## config.mk

```make
export PLATFORM = sky130hd
export DESIGN_NAME = counter_sequencer_flat
export DESIGN_NICKNAME = d
export VERILOG_FILES = /design/src/rtl/counter_pkg.sv /design/src/rtl/counter_sequencer_if.sv /design/src/rtl/rate_divider.sv /design/src/rtl/counter_sequencer.sv /design/src/flat_wrapper.sv
export SDC_FILE = /design/constraint.sdc
export NUM_CORES = 1
export LEC_CHECK = 0
export ABC_AREA = 1
export CORE_MARGIN = 3
export CORE_UTILIZATION = 53
export CTS_CLUSTER_SIZE = 8
export DETAILED_ROUTE_END_ITERATION = 10
export PLACE_DENSITY = 0.78
export SYNTH_ARGS = -nofsm -noshare
export SYNTH_HDL_FRONTEND = slang
export SYNTH_SLANG_ARGS = --single-unit
```

## constraint.sdc

```tcl
create_clock -name Clock -period 1.75 [get_ports Clock]
set_input_delay 0.175 -clock Clock [delete_from_list [all_inputs] [get_ports Clock]]
set_output_delay 0.175 -clock Clock [all_outputs]
set_load 0.05 [all_outputs]
```

## src/rtl/counter_pkg.sv

```systemverilog
// Purpose: shared state encodings, divider width and default divisors for the counter run-control slice.
// Latency: none (declarations only).
// Backpressure: none.
package counter_pkg;

    localparam int DIV_W = 16;

    localparam int unsigned DIV1_DEFAULT = 4;
    localparam int unsigned DIV2_DEFAULT = 16;
    localparam int unsigned DIV3_DEFAULT = 256;

    typedef enum logic [2:0] {
        ST_IDLE  = 3'd0,
        ST_CLEAR = 3'd1,
        ST_RUN   = 3'd2,
        ST_PAUSE = 3'd3,
        ST_DONE  = 3'd4
    } seq_state_t;

    // Divisors are held as N-1 so the down-counter hits zero on its Nth run cycle;
    // a divisor of 65536 therefore still fits in DIV_W bits.
    function automatic logic [DIV_W-1:0] div_minus_one(input int unsigned n);
        return DIV_W'(n - 1);
    endfunction

endpackage

```

## src/rtl/counter_sequencer_if.sv

```systemverilog
// Purpose: control/observe bundle between the user controls, the sequencer and the counter datapath.
// Latency: none (wires only).
// Backpressure: none; levels are sampled every cycle by the sequencer.
// Ports: Start/Stop/Mode/RateSel/Limit from the controls, CounterValue from the counter,
//        CounterEnable/CounterClear_b/Busy/Done driven by the sequencer.
interface counter_sequencer_if;
    logic       Start;
    logic       Stop;
    logic       Mode;
    logic [1:0] RateSel;
    logic [7:0] Limit;
    logic [7:0] CounterValue;
    logic       CounterEnable;
    logic       CounterClear_b;
    logic       Busy;
    logic       Done;

    modport master (
        output Start, Stop, Mode, RateSel, Limit, CounterValue,
        input  CounterEnable, CounterClear_b, Busy, Done
    );

    modport slave (
        input  Start, Stop, Mode, RateSel, Limit, CounterValue,
        output CounterEnable, CounterClear_b, Busy, Done
    );
endinterface

```

## src/rtl/rate_divider.sv

```systemverilog
// Purpose: programmable down-counter producing a one-cycle tick every (reload+1) run cycles.
// Latency: first tick reload+1 run cycles after load; tick is combinational from the count.
// Backpressure: none; run low freezes the count in place.
// Ports: Clock, Reset (sync, active-high), load (preset to reload), run (count enable),
//        reload (N-1), tick (count==0 while running).
module rate_divider
    import counter_pkg::*;
(
    input  logic             Clock,
    input  logic             Reset,
    input  logic             load,
    input  logic             run,
    input  logic [DIV_W-1:0] reload,
    output logic             tick
);

    logic [DIV_W-1:0] div;

    assign tick = run && (div == '0);

    always_ff @(posedge Clock) begin
        if (Reset) begin
            div <= '0;
        end else if (load) begin
            div <= reload;
        end else if (run) begin
            if (div == '0) begin
                div <= reload;
            end else begin
                div <= div - DIV_W'(1);
            end
        end
    end

endmodule

```

## src/rtl/counter_sequencer.sv

```systemverilog
// Purpose: run-control FSM for the 8-bit counter: launch, clear, paced count, pause/resume, terminal detect.
// Latency: Start edge -> CLEAR next cycle -> RUN after; Done registered one cycle after the terminal tick.
// Backpressure: none; Stop pauses a run (aborts from PAUSE), Stop beats Start, terminal tick beats Stop.
// Ports: Clock, Reset (sync, active-high), bus (slave side of counter_sequencer_if).
module counter_sequencer
    import counter_pkg::*;
#(
    parameter int unsigned DIV1 = DIV1_DEFAULT,
    parameter int unsigned DIV2 = DIV2_DEFAULT,
    parameter int unsigned DIV3 = DIV3_DEFAULT
)(
    input  logic                  Clock,
    input  logic                  Reset,
    counter_sequencer_if.slave    bus
);

    seq_state_t       state;
    seq_state_t       state_nx;

    logic [7:0]       limit_q;
    logic             mode_q;
    logic [DIV_W-1:0] div_q;
    logic [DIV_W-1:0] div_sel;

    logic             launch;
    logic             tick;
    logic             terminal;
    logic             done_q;

    // Launch only from a resting state; Stop suppresses a simultaneous Start.
    assign launch = ((state == ST_IDLE) || (state == ST_DONE)) && bus.Start && !bus.Stop;

    always_comb begin
        div_sel = '0;
        case (bus.RateSel)
            2'd1:    div_sel = div_minus_one(DIV1);
            2'd2:    div_sel = div_minus_one(DIV2);
            2'd3:    div_sel = div_minus_one(DIV3);
            default: div_sel = '0;
        endcase
    end

    rate_divider u_rate_divider (
        .Clock  (Clock),
        .Reset  (Reset),
        .load   (state == ST_CLEAR),
        .run    (state == ST_RUN),
        .reload (div_q),
        .tick   (tick)
    );

    // The compare uses the value the counter holds now, so the tick that would
    // step past the limit is the one that ends the run instead.
    assign terminal = tick && (bus.CounterValue == limit_q);

    always_comb begin
        state_nx = state;
        case (state)
            ST_IDLE: begin
                if (launch) state_nx = ST_CLEAR;
            end
            ST_CLEAR: begin
                state_nx = ST_RUN;
            end
            ST_RUN: begin
                if (terminal) begin
                    state_nx = mode_q ? ST_CLEAR : ST_DONE;
                end else if (bus.Stop) begin
                    state_nx = ST_PAUSE;
                end
            end
            ST_PAUSE: begin
                if (bus.Stop) begin
                    state_nx = ST_IDLE;
                end else if (bus.Start) begin
                    state_nx = ST_RUN;
                end
            end
            ST_DONE: begin
                if (launch) state_nx = ST_CLEAR;
            end
            default: begin
                state_nx = ST_IDLE;
            end
        endcase
    end

    always_ff @(posedge Clock) begin
        if (Reset) begin
            state   <= ST_IDLE;
            limit_q <= '0;
            mode_q  <= 1'b0;
            div_q   <= '0;
            done_q  <= 1'b0;
        end else begin
            state  <= state_nx;
            done_q <= terminal;
            if (launch) begin
                limit_q <= bus.Limit;
                mode_q  <= bus.Mode;
                div_q   <= div_sel;
            end
        end
    end

    // Enable is gated by Reset so a run interrupted by reset cannot also step the counter.
    assign bus.CounterEnable  = tick && !terminal && !Reset;
    assign bus.CounterClear_b = !(Reset || (state == ST_CLEAR));
    assign bus.Busy           = (state == ST_CLEAR) || (state == ST_RUN) || (state == ST_PAUSE);
    assign bus.Done           = done_q;

endmodule

```

## src/flat_wrapper.sv

```systemverilog
// flat-port wrapper written by rule: the top's interface ports become plain ports
module counter_sequencer_flat import counter_pkg::*;
#(
    parameter int unsigned DIV1 = DIV1_DEFAULT,
    parameter int unsigned DIV2 = DIV2_DEFAULT,
    parameter int unsigned DIV3 = DIV3_DEFAULT
)
  (Clock, Reset, bus_Start, bus_Stop, bus_Mode, bus_RateSel, bus_Limit, bus_CounterValue, bus_CounterEnable, bus_CounterClear_b, bus_Busy, bus_Done);
  counter_sequencer_if bus_i ();
  input  logic Clock;
  input  logic Reset;
  input wire logic [$bits(bus_i.Start)-1:0] bus_Start;
  input wire logic [$bits(bus_i.Stop)-1:0] bus_Stop;
  input wire logic [$bits(bus_i.Mode)-1:0] bus_Mode;
  input wire logic [$bits(bus_i.RateSel)-1:0] bus_RateSel;
  input wire logic [$bits(bus_i.Limit)-1:0] bus_Limit;
  input wire logic [$bits(bus_i.CounterValue)-1:0] bus_CounterValue;
  output wire logic [$bits(bus_i.CounterEnable)-1:0] bus_CounterEnable;
  output wire logic [$bits(bus_i.CounterClear_b)-1:0] bus_CounterClear_b;
  output wire logic [$bits(bus_i.Busy)-1:0] bus_Busy;
  output wire logic [$bits(bus_i.Done)-1:0] bus_Done;
  assign bus_i.Start = bus_Start;
  assign bus_i.Stop = bus_Stop;
  assign bus_i.Mode = bus_Mode;
  assign bus_i.RateSel = bus_RateSel;
  assign bus_i.Limit = bus_Limit;
  assign bus_i.CounterValue = bus_CounterValue;
  assign bus_CounterEnable = bus_i.CounterEnable;
  assign bus_CounterClear_b = bus_i.CounterClear_b;
  assign bus_Busy = bus_i.Busy;
  assign bus_Done = bus_i.Done;
  counter_sequencer #(.DIV1(DIV1), .DIV2(DIV2), .DIV3(DIV3)) u_core (.Clock(Clock), .Reset(Reset), .bus(bus_i));
endmodule
```

Yosys cells after proc, flatten, opt, wreduce, memory -nomap -nowiden
Index checks and enable logic that the tools add are counted.
{"block": "word_totals", "register_bits": 45, "latch_bits": 0, "mem_bits_rw": 0, "romBits": 0, "inputBits": 23, "out_inout_bits": 4, "elab_cells": 48, "n_memories": 0}
{"block": "classes", "add_sub_neg": 1, "mul": 0, "div_mod_pow": 0, "n_lt_le_gt_ge": 0, "n_eq_ne": 11, "n_shift": 0, "muxes": 11, "bitwise_logic": 0, "n_reduce_logical": 19}
{"operator": "$mux 16", "count": 3}
{"operator": "$pmux 8 s3", "count": 1}
{"operator": "$mux 3", "count": 6}
{"operator": "$logic_not 16->1", "count": 1}
{"operator": "$sub 16x1->16 const B", "count": 1}
{"operator": "$pmux 3 s4", "count": 1}
{"operator": "$eq 8x8->1", "count": 1}
{"operator": "$eq 3x2->1 const B", "count": 2}
{"operator": "$logic_and 1x1->1", "count": 6}
{"operator": "$eq 2x2->1 const B", "count": 2}
{"operator": "$logic_not 1->1", "count": 4}
{"operator": "$logic_or 1x1->1", "count": 4}
{"operator": "$eq 3x1->1 const B", "count": 1}
{"operator": "$eq 3x3->1 const B", "count": 1}
{"operator": "$logic_not 3->1", "count": 1}
{"operator": "$ne 3x2->1 const B", "count": 1}
{"operator": "$ne 3x3->1 const B", "count": 1}
{"operator": "$reduce_and 3->1", "count": 1}
{"operator": "$eq 2x1->1 const B", "count": 1}
{"operator": "$ne 2x1->1 const B", "count": 1}
{"operator": "$reduce_bool 2->1", "count": 1}
{"operator": "$reduce_or 2->1", "count": 1}

Logic depth before layout (Yosys ltp)
Gate-level depths: netlist (run 1).
{"block": "logic_depth", "depth_word": 6, "mapped_depth": 11, "mapped_depth_nobuf": 11}

By module
A second synthesis (run 1) with hierarchy kept.
{"block": "hier_totals", "cells_unflattened": 353, "hier_area_um2": 2135.8}
{"module": "rate_divider", "instances": 1, "cells_each": 212, "area_each_um2": 1247.4, "seq_area_each_um2": 320.3}
{"module": "counter_sequencer", "instances": 1, "cells_each": 141, "area_each_um2": 888.4, "seq_area_each_um2": 320.3}

Least setup slack after synthesis (run 1)
OpenSTA, ideal clock, no wires.
{"block": "synth_path", "path_kind": "reg-to-output", "from": "register u_core.u_rate_divider.div[0]", "to": "output bus_CounterEnable", "t_arrival_ps": 2516, "t_required_ps": 1575, "setup_slack_ps": -941, "stages_incl_launch_ff": 7, "n_path_buf": 0, "cell_sequence": "dfxtp_1 -> inv_1 -> ha_1 -> nand2_2 -> nor2_4 -> nand2_4 -> nor4_1"}
{"block": "synth_via", "elab_chain_len": 6}
{"element": "from (decl)", "line_no": "rate_divider.sv:17", "rtl": "logic [DIV_W-1:0] div;"}
{"element": "from (signal assigned)", "line_no": "rate_divider.sv:25", "rtl": "div <= reload;"}
{"element": "from (signal assigned)", "line_no": "rate_divider.sv:28", "rtl": "div <= reload;"}
{"element": "from (signal assigned)", "line_no": "rate_divider.sv:30", "rtl": "div <= div - DIV_W'(1);"}
{"element": "$logic_not 16->1 *", "line_no": "rate_divider.sv:19", "rtl": "assign tick = run && (div == '0);"}
{"element": "$logic_and 1x1->1 *", "line_no": "rate_divider.sv:19"}
{"element": "$logic_and 1x1->1", "line_no": "counter_sequencer.sv:54", "rtl": "assign terminal = tick && (bus.CounterValue == limit_q);"}
{"element": "$logic_not 1->1", "line_no": "counter_sequencer.sv:107", "rtl": "assign bus.CounterEnable = tick && !terminal && !Reset;"}
{"element": "$logic_and 1x1->1 * (2 in a row)", "line_no": "counter_sequencer.sv:107"}
{"element": "to (decl)", "line_no": "flat_wrapper.sv:18", "rtl": "output wire logic [$bits(bus_i.CounterEnable)-1:0] bus_CounterEnable;"}
Every way passes the cells marked *; elsewhere a longest branch is shown, timed or not.

Final worst setup path (run 1)
Same ends and word-level chain as after synthesis.

==> results of run 1 <==
-- worst paths after layout --
| kind | slack [ns] | start | depth (start not counted) | endpoint |
|---|---|---|---|---|
| worst max-delay path | 0.03 | u_core.u_rate_divider.div[0]$_SDFFE_PP0P_ | 7 | bus_CounterEnable |
| worst max register to register | 0.11 | u_core.u_rate_divider.div[0]$_SDFFE_PP0P_ | 11 | u_core.u_rate_divider.div[6]$_SDFFE_PP0P_ |
| worst min register to register | 0.47 | u_core.div_q[3]$_SDFFE_PP0P_ | 2 | u_core.div_q[3]$_SDFFE_PP0P_ |
| worst min-delay path | 0.46 | bus_RateSel[0] | 3 | u_core.div_q[6]$_SDFFE_PP0P_ |
-- cell type report --
type	instances	area [um2]	area share
Sequential cell	32	645.6	0.2815
Timing Repair Buffer	35	345.3	0.1506
Inverter	43	163.9	0.07147
Tap cell	44	55.05	0.02400
Clock inverter	1	5.005	0.002182
Multi-Input combinational cell	194	1037	0.4523
Clock buffer	6	41.29	0.01800
-- synth_stat cells (all sizes together), types with 3 or more instances --
library cell / number / area, um2
clkbuf: 4 / 15.01
nand3: 12 / 65.06
inv: 43 / 161.4
dfxtp: 32 / 640.6
xnor2: 4 / 35.03
nor2: 39 / 176.4
a21oi: 26 / 130.1
nand2: 69 / 292.8
o21ai: 21 / 116.4
a31oi: 4 / 25.02
nand4: 3 / 18.77
or2: 3 / 21.28
nor3: 3 / 26.28
-- report_power, final --
part           internal [mW]  switching (mW)
Sequential             0.964           0.230
Clock                  0.148           0.239
Combinational           1.40            2.09
-- kinds of logic after synthesis --
logic type      count (synthesis)
fa+ha+maj                       1
xor+xnor                        6
buf+inv                        48
flops                          32
compound gates                 55
simple gates                  132
-- sequential cells by signal, indices dropped and copies added, names as in the netlist --
| register | cells |
|---|---|
| u_core.limit_q | 8 |
| u_core.mode_q | 1 |
| u_core.state | 3 |
| u_core.bus.Done | 1 |
| u_core.div_q | 3 |
| u_core.u_rate_divider.div | 16 |
-- metrics by stage --
step	power (mW)	setup WS (ns)	instance area, um2	hold WS (ns)
5_1_grt	5.586	-0.04799	2293	0.4822
3_3_place_gp	4.453	0.01274	2207	0.4498
6_report	5.071	0.02901	2293	0.4596
2_1_floorplan	3.886	0.004092	1842	0.2444
3_5_place_dp	4.509	-0.04844	2207	0.4541
4_1_cts	5.029	0.0009616	2280	0.4535
-- layer usage --
layer	up-vias	wire [um]	track usage	part of all wire
li1	948	-	-	-
met1	769	1949	0.2836	0.51
met2	47	1665	0.3312	0.43
met3	6	184	0.05199	0.048
met4	0	48	0.07652	0.012
met5	-	0	0	0
-- critical path, delay by kind of cell, from the launching register on --
kind / cells / cell delay, ns
fa+ha+maj: 1 / 0.16
flops: 1 / 0.36
buf+inv: 2 / 0.25
simple gates: 4 / 0.46
-- what timing repair did --
item,4_1_cts,5_1_grt
pin swaps,2,0
resized for setup,4,6
buffers inserted,2,0
hold endpoints to repair,0,0
setup endpoints to repair,1,7
==> impl_metrics.toml, run 1 <==
[route]
wire_per_inst_um = 10.84
final_antenna_net_count = 0
via_count = 1770
remaining_drc_errors = 0
dr.first_iter.drc_count = 104
routed_wl_mm = 3.848
via_per_inst = 4.986
dr.pass1.iters = 4

[cells_and_area]
diodes = 0
nets = 335
syn2layout_area_growth_pct = 26.41
stdcell_count = 355
fin_util = 0.7274
layout_common_cells = "nand2_1 (63), inv_1 (36), dfxtp_1 (30), nor2_1 (28), a21oi_1 (26)"
final_common_cell = "nand2_1"
fillers = 271
layout-drive-gt1-share = 0.1736

[synth]
synth_compound_area_frac = 0.1662
ys.flop_type = "dfxtp_1"
yosysWarnings = 0
avgSynthCellArea_um2 = 6.621
synth_top_family_by_area = "simple AND/OR/NAND/NOR gates"
synth-xor-area-share = 0.02897
synth_cells = 274
synthMuxAreaShare = 0
yosysSeqAreaShare = 0.3531
synth_area_um2 = 1814
synth_nets = 298
synth_cell_types = 34
async_flop_share = 0
yosys.area_share.simple = 0.3448
synth-edff-count = 0
synth-seq-cells = 32
synth-adder-area-share = 0.006897

[run]
cap_viol_max_count = 0

[global_route]
antenna_found_initial = 0
grt_pass1_vias = 1619
gr-total-overflow = 0
track_usage = 0.2121
grt_pass1_wl_mm = 6.996
grt_max_degree = 16

[die]
core_um2 = 3153
die_w_um = 64.51
rows = 20
num_io_pins = 27
die_area_um2 = 4161
fp.dieH_um = 64.51
initial_core_util = 0.5754

[worst_setup_path]
critPathKind = "reg2out"
crit_fanout = 4
crit_chain = "inv_4 -> ha_4 -> nand2_4 -> nor2_4 -> nand2_4 -> nor4_4 -> buf_12"
critPathLaunchType = "register"
arrival_ns = 1.55
crit_top_cell = "nand2_4"
critPathMaxStageDelay_ns = 0.36
worstPathRequired_ns = 1.57
critPathCaptureType = "primary output"
slowest_stage = "dfxtp_4"

[cts]
cts_tree = "built"
clk_pin_slew_ns = 0.09
insertion_delay_ns = 0.32
htreeDepth = 2
hold_buffers = 0
cts_buffers = 5
clk_path_buf_depth = 2
clockRootBuffer = "clkbuf_4"
clkSinkCount = 32

[power_and_ir_drop]
power_density_nw_per_um2 = 2211
ir_worst_vdd_mv = 1.233
p_leak_nw = 1.010

[timing]
post-route-period-util = 0.9834
finalSetupViolCount = 0
final-hold-violation-count = 0
slew-limit-headroom = 0.6633
fmax_mhz = 581.1
drv_slew = 0
rsz0062_at_grt = "true"
layout_min_cycle_time_ns = 1.721
finClkSkew_ns = 0.004336
worst_pin_slew_ns = 0.5034
fin_tns_setup_ns = 0

[placement]
dp.cells = 346
port_buffers = 26
routabilityCongestion = 0.8521
hpwl_mm = 2.953

[worst_hold_path]
hp-class = "in2reg"

[run_status]
outcome = "completed"
Power figures use the tool's default switching activity.
==> run 2: changes to the inputs <==
--- a/config.mk
+++ b/config.mk
@@ -10,7 +10,9 @@
 export CORE_UTILIZATION = 53
 export CTS_CLUSTER_SIZE = 8
 export DETAILED_ROUTE_END_ITERATION = 10
+export GPL_TIMING_DRIVEN = 0
 export PLACE_DENSITY = 0.78
+export SKIP_CTS_REPAIR_TIMING = 1
 export SYNTH_ARGS = -nofsm -noshare
 export SYNTH_HDL_FRONTEND = slang
 export SYNTH_SLANG_ARGS = --single-unit
==> run 2 against run 1 <==
Against the previous run:
- the flow now finishes with violations (negative setup slack)
- clock-buffer cell count rose by 2
- global-route usage fell by 0.43 points
- first-iteration DRC count fell by 18%
- sequential power barely moved
- cell count fell by 0.85%
- via count fell by 3.6%
- worst hold slack got worse by 0.22 ns
- die area did not move
- critical path depth did not move
- critical path type unchanged
- largest power group unchanged
- highest routed layer unchanged
==> impl_metrics.toml, run 2 (same netlist as run 1, synthesis figures left out) <==
[run_status]
outcome = "finished with violations"
violations = "negative setup slack"

[route]
remaining_drc_errors = 0
dr.first_iter.drc_count = 85
wire_per_inst_um = 10.80
via_per_inst = 4.849
final_antenna_net_count = 0
routed_wl_mm = 3.802
dr.pass1.iters = 4
via_count = 1707

[worst_setup_path]
arrival_ns = 1.66
path_buf_inv = 2
critPathKind = "reg2out"
crit_fanout = 5
cpLargestDelayFamily = "simple AND/OR/NAND/NOR gates"
critPathMaxStageDelay_ns = 0.37
worstPathRequired_ns = 1.57
crit_chain = "inv_4 -> ha_4 -> nand2_2 -> nor2_4 -> nand2_4 -> nor4_4 -> buf_6"
critPathLaunchType = "register"
critPathCaptureType = "primary output"
slowest_stage = "dfxtp_2"
r2r_slack_ns = 0.17

[cells_and_area]
largest-register = "u_core.u_rate_divider.div"
reg.largest.list = "u_core.u_rate_divider.div x16, u_core.limit_q x8"
final_common_cell = "nand2_1"
largest_reg_flops = 16
fillers = 299
final_cell_area_um2 = 2227
nets = 331
layout_common_cells = "nand2_1 (63), inv_1 (36), dfxtp_1 (31), nor2_1 (29), a21oi_1 (26)"
diodes = 0
syn2layout_area_growth_pct = 22.76
stdcell_count = 352
layout-drive-gt1-share = 0.1429

[die]
initial_core_util = 0.5754
die_area_um2 = 4161
core_um2 = 3153
num_io_pins = 27
die_w_um = 64.51
fp.dieH_um = 64.51
rows = 20

[placement]
dp.cells = 344
postPlaceCellArea_um2 = 2157
port_buffers = 26
hpwl_mm = 2.932
routabilityCongestion = 0.8195

[timing]
setup_slack_ns = -0.08847
rsz0062_at_grt = "true"
worst_pin_slew_ns = 0.4970
post-route-period-util = 1.051
drv_slew = 0
finClkSkew_ns = 0.005598
slew-limit-headroom = 0.6676
final-hold-violation-count = 0
layout_min_cycle_time_ns = 1.838
fmax_mhz = 543.9
fin_tns_setup_ns = -0.08847
finalSetupViolCount = 1

[cts]
clk_pin_slew_ns = 0.10
htreeDepth = 2
insertion_delay_ns = 0.33
clk_path_buf_depth = 2
cts_tree = "built"
clockRootBuffer = "clkbuf_4"
clkSinkCount = 32
cts_buffers = 5

[power_and_ir_drop]
power_density_nw_per_um2 = 2194
p_leak_nw = 0.9922
ir_worst_vdd_mv = 1.577
power_mw = 4.886

[global_route]
gr-total-overflow = 0
grt_max_degree = 11
grt_pass1_vias = 1584
grt_pass1_wl_mm = 6.844
track_usage = 0.2078
antenna_found_initial = 0

[run]
cap_viol_max_count = 0

[worst_hold_path]
hp-class = "in2reg"
run 2: report_power, final:
group | switching (mW) | internal, mW
Combinational | 2.01 | 1.24
Sequential | 0.227 | 0.960
Clock | 0.248 | 0.198
run 2: routing by layer:
layer  track usage  vias up  routed length [um]
met5             0        -                   0
met4       0.06596        0                  27
met3       0.05546        2                 153
met2        0.3235       24                1656
met1        0.2800      742                1965
li1              -      939                   -
run 2: path summary, 6_finish.rpt:
kind | start | to | cells past startpoint
setup / recovery | u_core.u_rate_divider.div[0]$_SDFFE_PP0P_ | bus_CounterEnable | 7
hold / removal | Reset | u_core.u_rate_divider.div[0]$_SDFFE_PP0P_ | 2
setup reg to reg | u_core.u_rate_divider.div[0]$_SDFFE_PP0P_ | u_core.u_rate_divider.div[4]$_SDFFE_PP0P_ | 10
hold reg to reg | u_core.mode_q$_SDFFE_PP0P_ | u_core.mode_q$_SDFFE_PP0P_ | 2
run 2: cell type report:
class | instances | area (um2) | area share
Multi-Input combinational cell | 194 | 1025 | 0.4601
Sequential cell | 32 | 641.9 | 0.2882
Timing Repair Buffer | 26 | 261.5 | 0.1174
Inverter | 43 | 163.9 | 0.07360
Clock buffer | 8 | 58.81 | 0.02640
Tap cell | 44 | 55.05 | 0.02472
Buffer | 5 | 21.27 | 0.009551
run 2: worst register-to-register path, cell delays in order (launching register included):
cell and delay (ns):
dfxtp_2 0.37, inv_4 0.09, ha_4 0.15, nand2_2 0.10, nor2_4 0.14, nand2_4 0.10, nand2_8 0.10, inv_2 0.05
or2_4 0.25, o21ai_2 0.06, a21oi_1 0.06
run 2: stage by stage:
step | hold WS (ns) | worst slack [ns] | util
floorplan | 0.2444 | 0.004092 | -
global placement | 0.4453 | -0.7483 | 0.6841
detailed placement | 0.4535 | -0.7195 | 0.6841
CTS | 0.4407 | -0.9214 | 0.7028
global route | 0.2397 | -0.2370 | 0.7063
finish | 0.2383 | -0.08847 | 0.7063
==> run 3: changes to the inputs <==
--- a/config.mk
+++ b/config.mk
@@ -7,11 +7,10 @@
 export LEC_CHECK = 0
 export ABC_AREA = 1
 export CORE_MARGIN = 3
-export CORE_UTILIZATION = 53
+export CORE_UTILIZATION = 48
 export CTS_CLUSTER_SIZE = 8
 export DETAILED_ROUTE_END_ITERATION = 10
-export GPL_TIMING_DRIVEN = 0
-export PLACE_DENSITY = 0.78
+export PLACE_DENSITY = 0.75
 export SKIP_CTS_REPAIR_TIMING = 1
 export SYNTH_ARGS = -nofsm -noshare
 export SYNTH_HDL_FRONTEND = slang
==> constraint.sdc (replaced) <==
create_clock -name Clock -period 1.6 [get_ports Clock]
set_input_delay 0.16 -clock Clock [delete_from_list [all_inputs] [get_ports Clock]]
set_output_delay 0.16 -clock Clock [all_outputs]
set_load 0.05 [all_outputs]
==> run 3 against run 2 <==
Against the previous run:
- the run still ends with negative setup slack left
- flip-flop and latch count unchanged
- clock power is 46% higher
- clock-buffer cell count fell by 2
- first-iteration DRC count down 3.5%
- combinational power grew 39%
- non-clock buffer count increased by 22
- worst setup slack better by 0.017 ns
- sequential power up 8%
- final area is 13% higher
- critical endpoint unchanged
==> impl_metrics.toml, run 3 (same netlist as run 1, synthesis figures left out) <==
[run_status]
outcome = "finished with violations"
violations = "negative setup slack"

[cts]
clk_path_buf_depth = 2
cts_buffers = 5
clk_pin_slew_ns = 0.07
insertion_delay_ns = 0.29
clkSinkCount = 32
cts_tree = "built"
clockRootBuffer = "clkbuf_8"
htreeDepth = 2

[cells_and_area]
fin_util = 0.7204
layout_common_cells = "nand2_1 (60), inv_1 (32), buf_4 (27), nor2_1 (25), a21oi_1 (24)"
fillers = 278
nets = 353
regArea_um2 = 651.9
largest-register = "u_core.u_rate_divider.div"
layout-drive-gt1-share = 0.2848
multi_input_area_um2 = 1060
diodes = 0
reg.largest.list = "u_core.u_rate_divider.div x16, u_core.limit_q x8"
final_common_cell = "nand2_1"
largest_reg_flops = 16
syn2layout_area_growth_pct = 38.76

[timing]
slew-limit-headroom = 0.7941
post-route-period-util = 1.045
layout_min_cycle_time_ns = 1.672
finalSetupViolCount = 1
final-hold-violation-count = 0
rsz0062_at_grt = "true"
fmax_mhz = 598.2
setup_slack_ns = -0.07178
finClkSkew_ns = 0.005378
drv_slew = 0
worst_pin_slew_ns = 0.3079

[worst_setup_path]
worstPathRequired_ns = 1.44
path_buf_inv = 1
r2r_end = "u_core.state[0]$_SDFFE_PP0P_"
critPathKind = "reg2out"
r2r_start = "u_core.u_rate_divider.div[3]$_SDFFE_PP0P_"
critPathMaxStageDelay_ns = 0.35
cpLargestDelayFamily = "simple AND/OR/NAND/NOR gates"
critPathLaunchType = "register"
crit_fanout = 5
crit_top_cell = "nand2_4"
crit_chain = "nor2_2 -> nand2_4 -> nor2_4 -> nand2_4 -> nor4_4 -> buf_12"
r2r_cells = 11
critPathCaptureType = "primary output"
slowest_stage = "dfxtp_2"
r2r_slack_ns = 0.01
arrival_ns = 1.51

[global_route]
grt_pass1_vias = 1639
grt_pass1_wl_mm = 7.107
grt_max_degree = 12
use_met3 = 0.05657
grt_util_met2 = 0.3329
track_usage = 0.2076
grt_util_met1 = 0.2661
antenna_found_initial = 0
grt.busiest_layer = "met2"
gr-total-overflow = 0

[worst_hold_path]
holdCritStartpoint = "u_core.limit_q[6]$_SDFFE_PP0P_"
hp-class = "reg2reg"
hold_path_depth = 2
holdPathEnd = "u_core.limit_q[6]$_SDFFE_PP0P_"

[die]
die_area_um2 = 4554
fp.dieH_um = 67.48
core_um2 = 3495
die_w_um = 67.48
initial_core_util = 0.5192
rows = 21
num_io_pins = 27

[placement]
hpwl_mm = 3.255
dp_slack_ns = -0.08222
port_buffers = 26
routabilityCongestion = 0.8480

[route]
dr.first_iter.drc_count = 82
wire_per_inst_um = 11.39
final_antenna_net_count = 0
via_per_inst = 4.814
routed_wl_mm = 4.283
via_count = 1810
dr.pass1.iters = 4
remaining_drc_errors = 0

[power_and_ir_drop]
p_leak_nw = 1.131
ir_worst_vdd_mv = 1.330
power_density_nw_per_um2 = 2565

[run]
cap_viol_max_count = 0
-- run 3: stage by stage --
| stage | cells | area, um2 | TNS, ns | power, mW | hold slack (ns) |
|---|---|---|---|---|---|
| floorplan | 274 | 1848 | -0.05234 | 4.285 | 0.2220 |
| CTS | 371 | 2431 | -0.2697 | 6.012 | 0.4687 |
| finish | 376 | 2517 | -0.07178 | 6.456 | 0.4487 |
| global placement | 363 | 2338 | -0.03940 | 5.255 | 0.4530 |
| detailed placement | 363 | 2338 | -0.1034 | 5.323 | 0.4578 |
| global route | 376 | 2517 | -0.2296 | 7.045 | 0.4761 |
-- run 3: report_power, final --
group / total (mW) / internal, mW / switching (mW)
Clock: 0.651 / 0.343 / 0.308
Sequential: 1.28 / 1.07 / 0.208
Combinational: 4.53 / 2.01 / 2.52
Total: 6.46 / 3.42 / 3.03
-- run 3: worst reg2reg max path, cell delays in order, from the launching register on --
cell and delay [ns]:
dfxtp_2 0.35, nor2_2 0.19, nand2_4 0.08, nor2_4 0.11
nand2_4 0.10, buf_4 0.15, nor2_1 0.11, nand3_1 0.11
nand2_1 0.08, nand2_1 0.04, nand2_1 0.09, a21oi_2 0.07
-- run 3: how the worst max path moves through the flow --
| stage | start | endpoint | slack [ns] | cells after the start |
|---|---|---|---|---|
| final | u_core.u_rate_divider.div[3]$_SDFFE_PP0P_ | bus_CounterEnable | -0.07 | 6 |
| after global routing | u_core.u_rate_divider.div[3]$_SDFFE_PP0P_ | bus_CounterEnable | -0.15 | 6 |
| after CTS | u_core.u_rate_divider.div[9]$_SDFFE_PP0P_ | bus_CounterEnable | -0.27 | 6 |
| after detailed placement | bus_CounterValue[6] | u_core.state[0]$_SDFFE_PP0P_ | -0.08 | 12 |
| after global placement | bus_CounterValue[6] | u_core.state[0]$_SDFFE_PP0P_ | -0.04 | 12 |
| after floorplan | u_core.u_rate_divider.div[0]$_SDFFE_PP0P_ | bus_CounterEnable | -0.05 | 6 |
-- run 3: area by class of cell --
cell class	instances	area share
Multi-Input combinational cell	194	0.4210
Clock inverter	2	0.003976
Timing Repair Buffer	53	0.1963
Tap cell	46	0.02286
Sequential cell	32	0.2589
Inverter	43	0.06412
Clock buffer	6	0.03280
-- run 3: metal layers --
metal	share of wire	wire length, um	vias to the layer above
met2	0.46	1976	34
met3	0.045	191	10
met1	0.47	2031	777
met5	0	0	-
li1	-	-	989
met4	0.020	84	0
==> edit 1: new RTL, settings of run 2 <==
Set the package constant `DIV_W` to 24 (it was 16).
--- a/src/rtl/counter_pkg.sv
+++ b/src/rtl/counter_pkg.sv
@@ -4,5 +4,5 @@
 package counter_pkg;
 
-    localparam int DIV_W = 16;
+    localparam int DIV_W = 24;
 
     localparam int unsigned DIV1_DEFAULT = 4;
Behaviour: same outputs for any inputs over 10 cycles, from zero or initial values and one cycle with Reset high; that may be too few to reach the edited logic, so the function may still have changed.
==> edit 1 against run 2 <==
The flow still finishes with violations (negative setup slack). Combinational power increased by 21%. Area after synthesis rose by 20%. First-iteration DRC count rose by 87%. Non-clock buffer count increased by 13. Setup slack gained 0.014 ns. Sequential cell count grew 8. Sequential share of layout area up 0.20 points. Routed wire length grew 35%. Hold slack gained 0.23 ns. Total power increased by 20%. Final area increased by 24%.
==> edit 1: results (changes against run 2) <==
[placed_design]
place_hpwl_um=3617  ; was 2932 µm
place_congestion=0.8631  ; was 0.8195

[detailed_routing]
drt_iter0_drc=159  ; was 85
avgRoutedWirePerCell_um=12.32  ; was 10.80 µm
viasPerCell=5.268  ; was 4.849

[min_path]
hp-class=reg2reg  ; was in2reg

[clocking]
cts_buffers=5  ; unchanged
worstSkewPairLatency_ns=0.29  ; was 0.33 ns
cts-root-buf=clkbuf_8  ; was clkbuf_4
clk_pin_slew_ns=0.07  ; was 0.10 ns

[pwr]
power.leakage_nw=1.234  ; was 0.9922 nW
ir_worst_vdd_v=0.001235  ; was 0.001577 V
switching_share_pct=47.31  ; was 50.95%

[global_route]
grt_pass1_wl_um=8459  ; was 6844 µm
grt_usage_pct=20.59  ; was 20.78%
grt_pass1_vias=1965  ; was 1584
grt_max_degree=11  ; unchanged

[sta]
setup_violations=1  ; unchanged
setup_slack_ns=-0.07412  ; was -0.08847 ns
finalClockSkew_ns=0.004060  ; was 0.005598 ns
tightest_slew_ns=0.5752  ; was 0.4970 ns

[logic_synthesis]
synth-xor-area-share_pct=3.610  ; was 2.897%
synthDistinctLibCells=35  ; was 34
ys_top_cells_by_area=dfxtp_1 (37%), nand2_1 (12%), nor2_1 (9.1%)  ; was dfxtp_1 (35%), nand2_1 (13%), inv_1 (7.9%)
synthAdderAreaFrac_pct=0.5731  ; was 0.6897%
synth-compound-area-share_pct=16.50  ; was 16.62%
synth_ff_type=dfxtp_1  ; unchanged
ys_seq_area_share_pct=36.68  ; was 35.31%
syn-num-nets=350  ; was 298
ys_top_cells_by_count=nand2_1 (70), nor2_1 (53), dfxtp_1 (40)  ; was nand2_1 (63), inv_1 (38), dfxtp_1 (32)

[setup_path]
cpPeakStageDelay_ns=0.33  ; was 0.37 ns
crit_slowest_cell=dfxtp_2  ; unchanged
cp_max_fo=5  ; unchanged

[finish]
drive_above_1_share_pct=16.22  ; was 14.29%
nets=396  ; was 331
largest_registers=u_core.u_rate_divider.div x24, u_core.limit_q x8  ; was u_core.u_rate_divider.div x16, u_core.limit_q x8

[run_status]
violations=negative setup slack  ; unchanged
status=complete, but fails checks  ; unchanged

-- edit 1: changes by cell type after synthesis, moves of 4 or more --
cell	run 2	this run
nor2_1	31	53
dfxtp_1	32	40
nand2_1	63	70
o21ai_0	17	22
a21oi_1	26	30
-- edit 1: worst paths after layout --
| path | slack, ns | startpoint | to | cells past startpoint |
|---|---|---|---|---|
| worst max-delay path | -0.07 | u_core.u_rate_divider.div[0] | bus_CounterEnable | 7 |
| worst max register to register | 0.03 | u_core.u_rate_divider.div[0] | u_core.u_rate_divider.div[13] | 8 |
| worst min register to register | 0.47 | u_core.limit_q[3] | u_core.limit_q[3] | 2 |
| worst min-delay path | 0.47 | u_core.limit_q[3] | u_core.limit_q[3] | 2 |
-- edit 1: cell families (layout without fill, tap and decap cells) --
family                     Yosys count  count (layout)
DFF                                 40              40
xor gates and xnor gates             9               9
AOI/OAI and AO/OA                   65              65
adders and majority gates            1               1
buffers and inverters               46              90
and+or+nand+nor                    165             165
-- edit 1: area by class of cell --
class,instances,area [µm²]
inverters,41,156.4
clock buffers,5,68.82
fillers,327,1062
repair buffers,39,356.6
flip-flops and latches,40,802.0
well taps,48,60.06
multi-input cells,240,1300
plain buffers,5,20.02
-- edit 1: metal layers --
layer | GRT usage (%) | vias to the layer above | routed length [µm]
li1 | - | 1138 | -
met1 | 28.85 | 1014 | 2532
met2 | 32.42 | 46 | 2337
met3 | 4.460 | 4 | 250
met4 | 4.681 | 0 | 29
met5 | 0 | - | 0
-- edit 1: power groups by stage --
stage                     Clock [mW]  Combinational [mW]  Sequential (mW)
after global routing           0.595                4.38             1.41
after CTS                      0.559                3.13             1.35
final                          0.549                3.93             1.37
after floorplan                    0                2.56             1.32
after detailed placement           0                3.11             1.37
after global placement             0                3.06             1.36
-- edit 1: worst reg2reg max path, delay by kind of cell (launching register included) --
family | cells | cell delay [ns]
buffers and inverters | 1 | 0.08
adders and majority gates | 1 | 0.16
and+or+nand+nor | 3 | 0.39
AOI/OAI and AO/OA | 3 | 0.65
DFF | 1 | 0.33
-- edit 1: per-stage QoR --
| step | setup WS, ns | cells | instance area [µm²] | TNS [ns] |
|---|---|---|---|---|
| 2_1_floorplan | 0.01560 | 326 | 2218 | 0 |
| 3_3_place_gp | -0.5143 | 400 | 2539 | -0.9976 |
| 3_5_place_dp | -0.5470 | 400 | 2539 | -1.393 |
| 4_1_cts | -0.8683 | 405 | 2608 | -1.474 |
| 5_1_grt | -0.1634 | 418 | 2764 | -0.4468 |
| 6_report | -0.07412 | 418 | 2764 | -0.07412 |
==> edit 2: new RTL, config.mk and constraints of run 2 <==
Without the edit above. Put a register stage on the output `bus.CounterEnable`, without a reset. The value now appears one clock later.
--- a/src/rtl/counter_sequencer.sv
+++ b/src/rtl/counter_sequencer.sv
@@ -105,5 +105,7 @@
 
     // Enable is gated by Reset so a run interrupted by reset cannot also step the counter.
-    assign bus.CounterEnable  = tick && !terminal && !Reset;
+    always_ff @(posedge Clock) begin
+        bus.CounterEnable <= tick && !terminal && !Reset;
+    end
     assign bus.CounterClear_b = !(Reset || (state == ST_CLEAR));
     assign bus.Busy           = (state == ST_CLEAR) || (state == ST_RUN) || (state == ST_PAUSE);
Check against the original RTL: not equivalent (Yosys sat finds a counterexample within 4 cycles, from zero or initial values and one cycle with Reset high).
==> edit 2 against run 2 <==
The run still ends with negative setup slack left. Area after synthesis is 1.1% higher. Utilization is 1.1 points lower. Setup slack worse by 0.048 ns. Final area is 0.84% lower. Critical path depth is 1 lower. Sequential cell count is 1 higher. Non-clock buffer count is 1 higher. Routed wire length is 2.5% higher. Total power is 0.18% higher. Critical path type is now in2out.
==> edit 2: results (changes against run 2) <==
[logic_synthesis]
ys_top_cells_by_count=nand2_1 (63), inv_1 (38), dfxtp_1 (33)  ; was nand2_1 (63), inv_1 (38), dfxtp_1 (32)
synth-compound-area-share_pct=16.44  ; was 16.62%
synthAdderAreaFrac_pct=0.6821  ; was 0.6897%
syn_inst=275  ; was 274
syn-num-nets=299  ; was 298
ys_top_cells_by_area=dfxtp_1 (36%), nand2_1 (13%), inv_1 (7.8%)  ; was dfxtp_1 (35%), nand2_1 (13%), inv_1 (7.9%)
synthMuxAreaShare_pct=0  ; unchanged
synth-xor-area-share_pct=2.865  ; was 2.897%
ys_seq_area_share_pct=36.02  ; was 35.31%

[placed_design]
place_ws_ns=-0.6615  ; was -0.7195 ns
place_congestion=0.8156  ; was 0.8195
dp.cells=345  ; was 344
place_hpwl_um=2969  ; was 2932 µm
placed_area_mm2=0.002150  ; was 0.002157 mm²

[sta]
maxSlewHeadroom_pct=66.14  ; was 66.76%
hold_ws_ns=0.4408  ; was 0.2383 ns
final.setup.tns_ns=-0.1363  ; was -0.08847 ns
finalClockSkew_ns=0.01119  ; was 0.005598 ns
setup_violations=1  ; unchanged
setup_slack_ns=-0.1363  ; was -0.08847 ns

[detailed_routing]
drt_iter0_drc=62  ; was 85
viasPerCell=4.963  ; was 4.849
drt_wl_total_um=3897  ; was 3802 µm

[setup_path]
r2r_slack_ns=0.10  ; was 0.17 ns
critical_path.endpoint=bus_CounterClear_b  ; was bus_CounterEnable
cp_max_fo=10  ; was 5
startpoint=Reset  ; was u_core.u_rate_divider.div[0]
rr_endpoint=u_core.u_rate_divider.div[6]  ; was u_core.u_rate_divider.div[4]
r2r-start=u_core.u_rate_divider.div[0]  ; unchanged
arrival_ns=1.71  ; was 1.66 ns

[clocking]
clk_pin_slew_ns=0.08  ; was 0.10 ns
htree_levels=2  ; unchanged
cts_buffers=5  ; unchanged

[pwr]
power.leakage_nw=0.9825  ; was 0.9922 nW
p_total_mw=4.895  ; was 4.886 mW
switching_share_pct=51.19  ; was 50.95%
power_frac_clock_pct=8.1  ; was 9.1%
ir_worst_vdd_v=0.001257  ; was 0.001577 V

[run_status]
violations=negative setup slack  ; unchanged
status=complete, but fails checks  ; unchanged

[finish]
drive_above_1_share_pct=13.31  ; was 14.29%
fin_util_pct=69.49  ; was 70.63%
nets=333  ; was 331

[min_path]
hold_path_startpoint=bus_RateSel[1]  ; was Reset
hold_depth=3  ; was 2
min_to=u_core.div_q[3]  ; was u_core.u_rate_divider.div[0]

[global_route]
grt_pass1_wl_um=6555  ; was 6844 µm
grt_usage_pct=20.09  ; was 20.78%
grt_pass1_vias=1555  ; was 1584

==> edit 2: critical path, stage by stage <==
cell and delay, ns:
clkdlybuf4s50_1 0.53, inv_1 0.21, clkbuf_1 0.36, nand2_1 0.09
inv_1 0.06, clkbuf_2 0.27
==> edit 2: final cells by class <==
cell class | count | area (µm²)
sequential | 33 | 664.4
multi-input combinational | 194 | 999.7
buffer | 5 | 20.02
inverter | 43 | 161.4
timing repair buffer | 27 | 265.3
clock buffer | 5 | 37.54
tap | 44 | 55.05
clock inverter | 1 | 5.005
fill | 310 | 969.7
==> edit 2: layer usage <==
layer / wire length, µm / global-route usage [%] / up-vias / part of all wire, %
met5: 0 / 0 / - / 0
met4: 49 / 8.971 / 0 / 1.3
met3: 177 / 5.026 / 5 / 4.5
met2: 1830 / 32.06 / 29 / 47
met1: 1839 / 25.49 / 769 / 47
li1: - / - / 944 / -
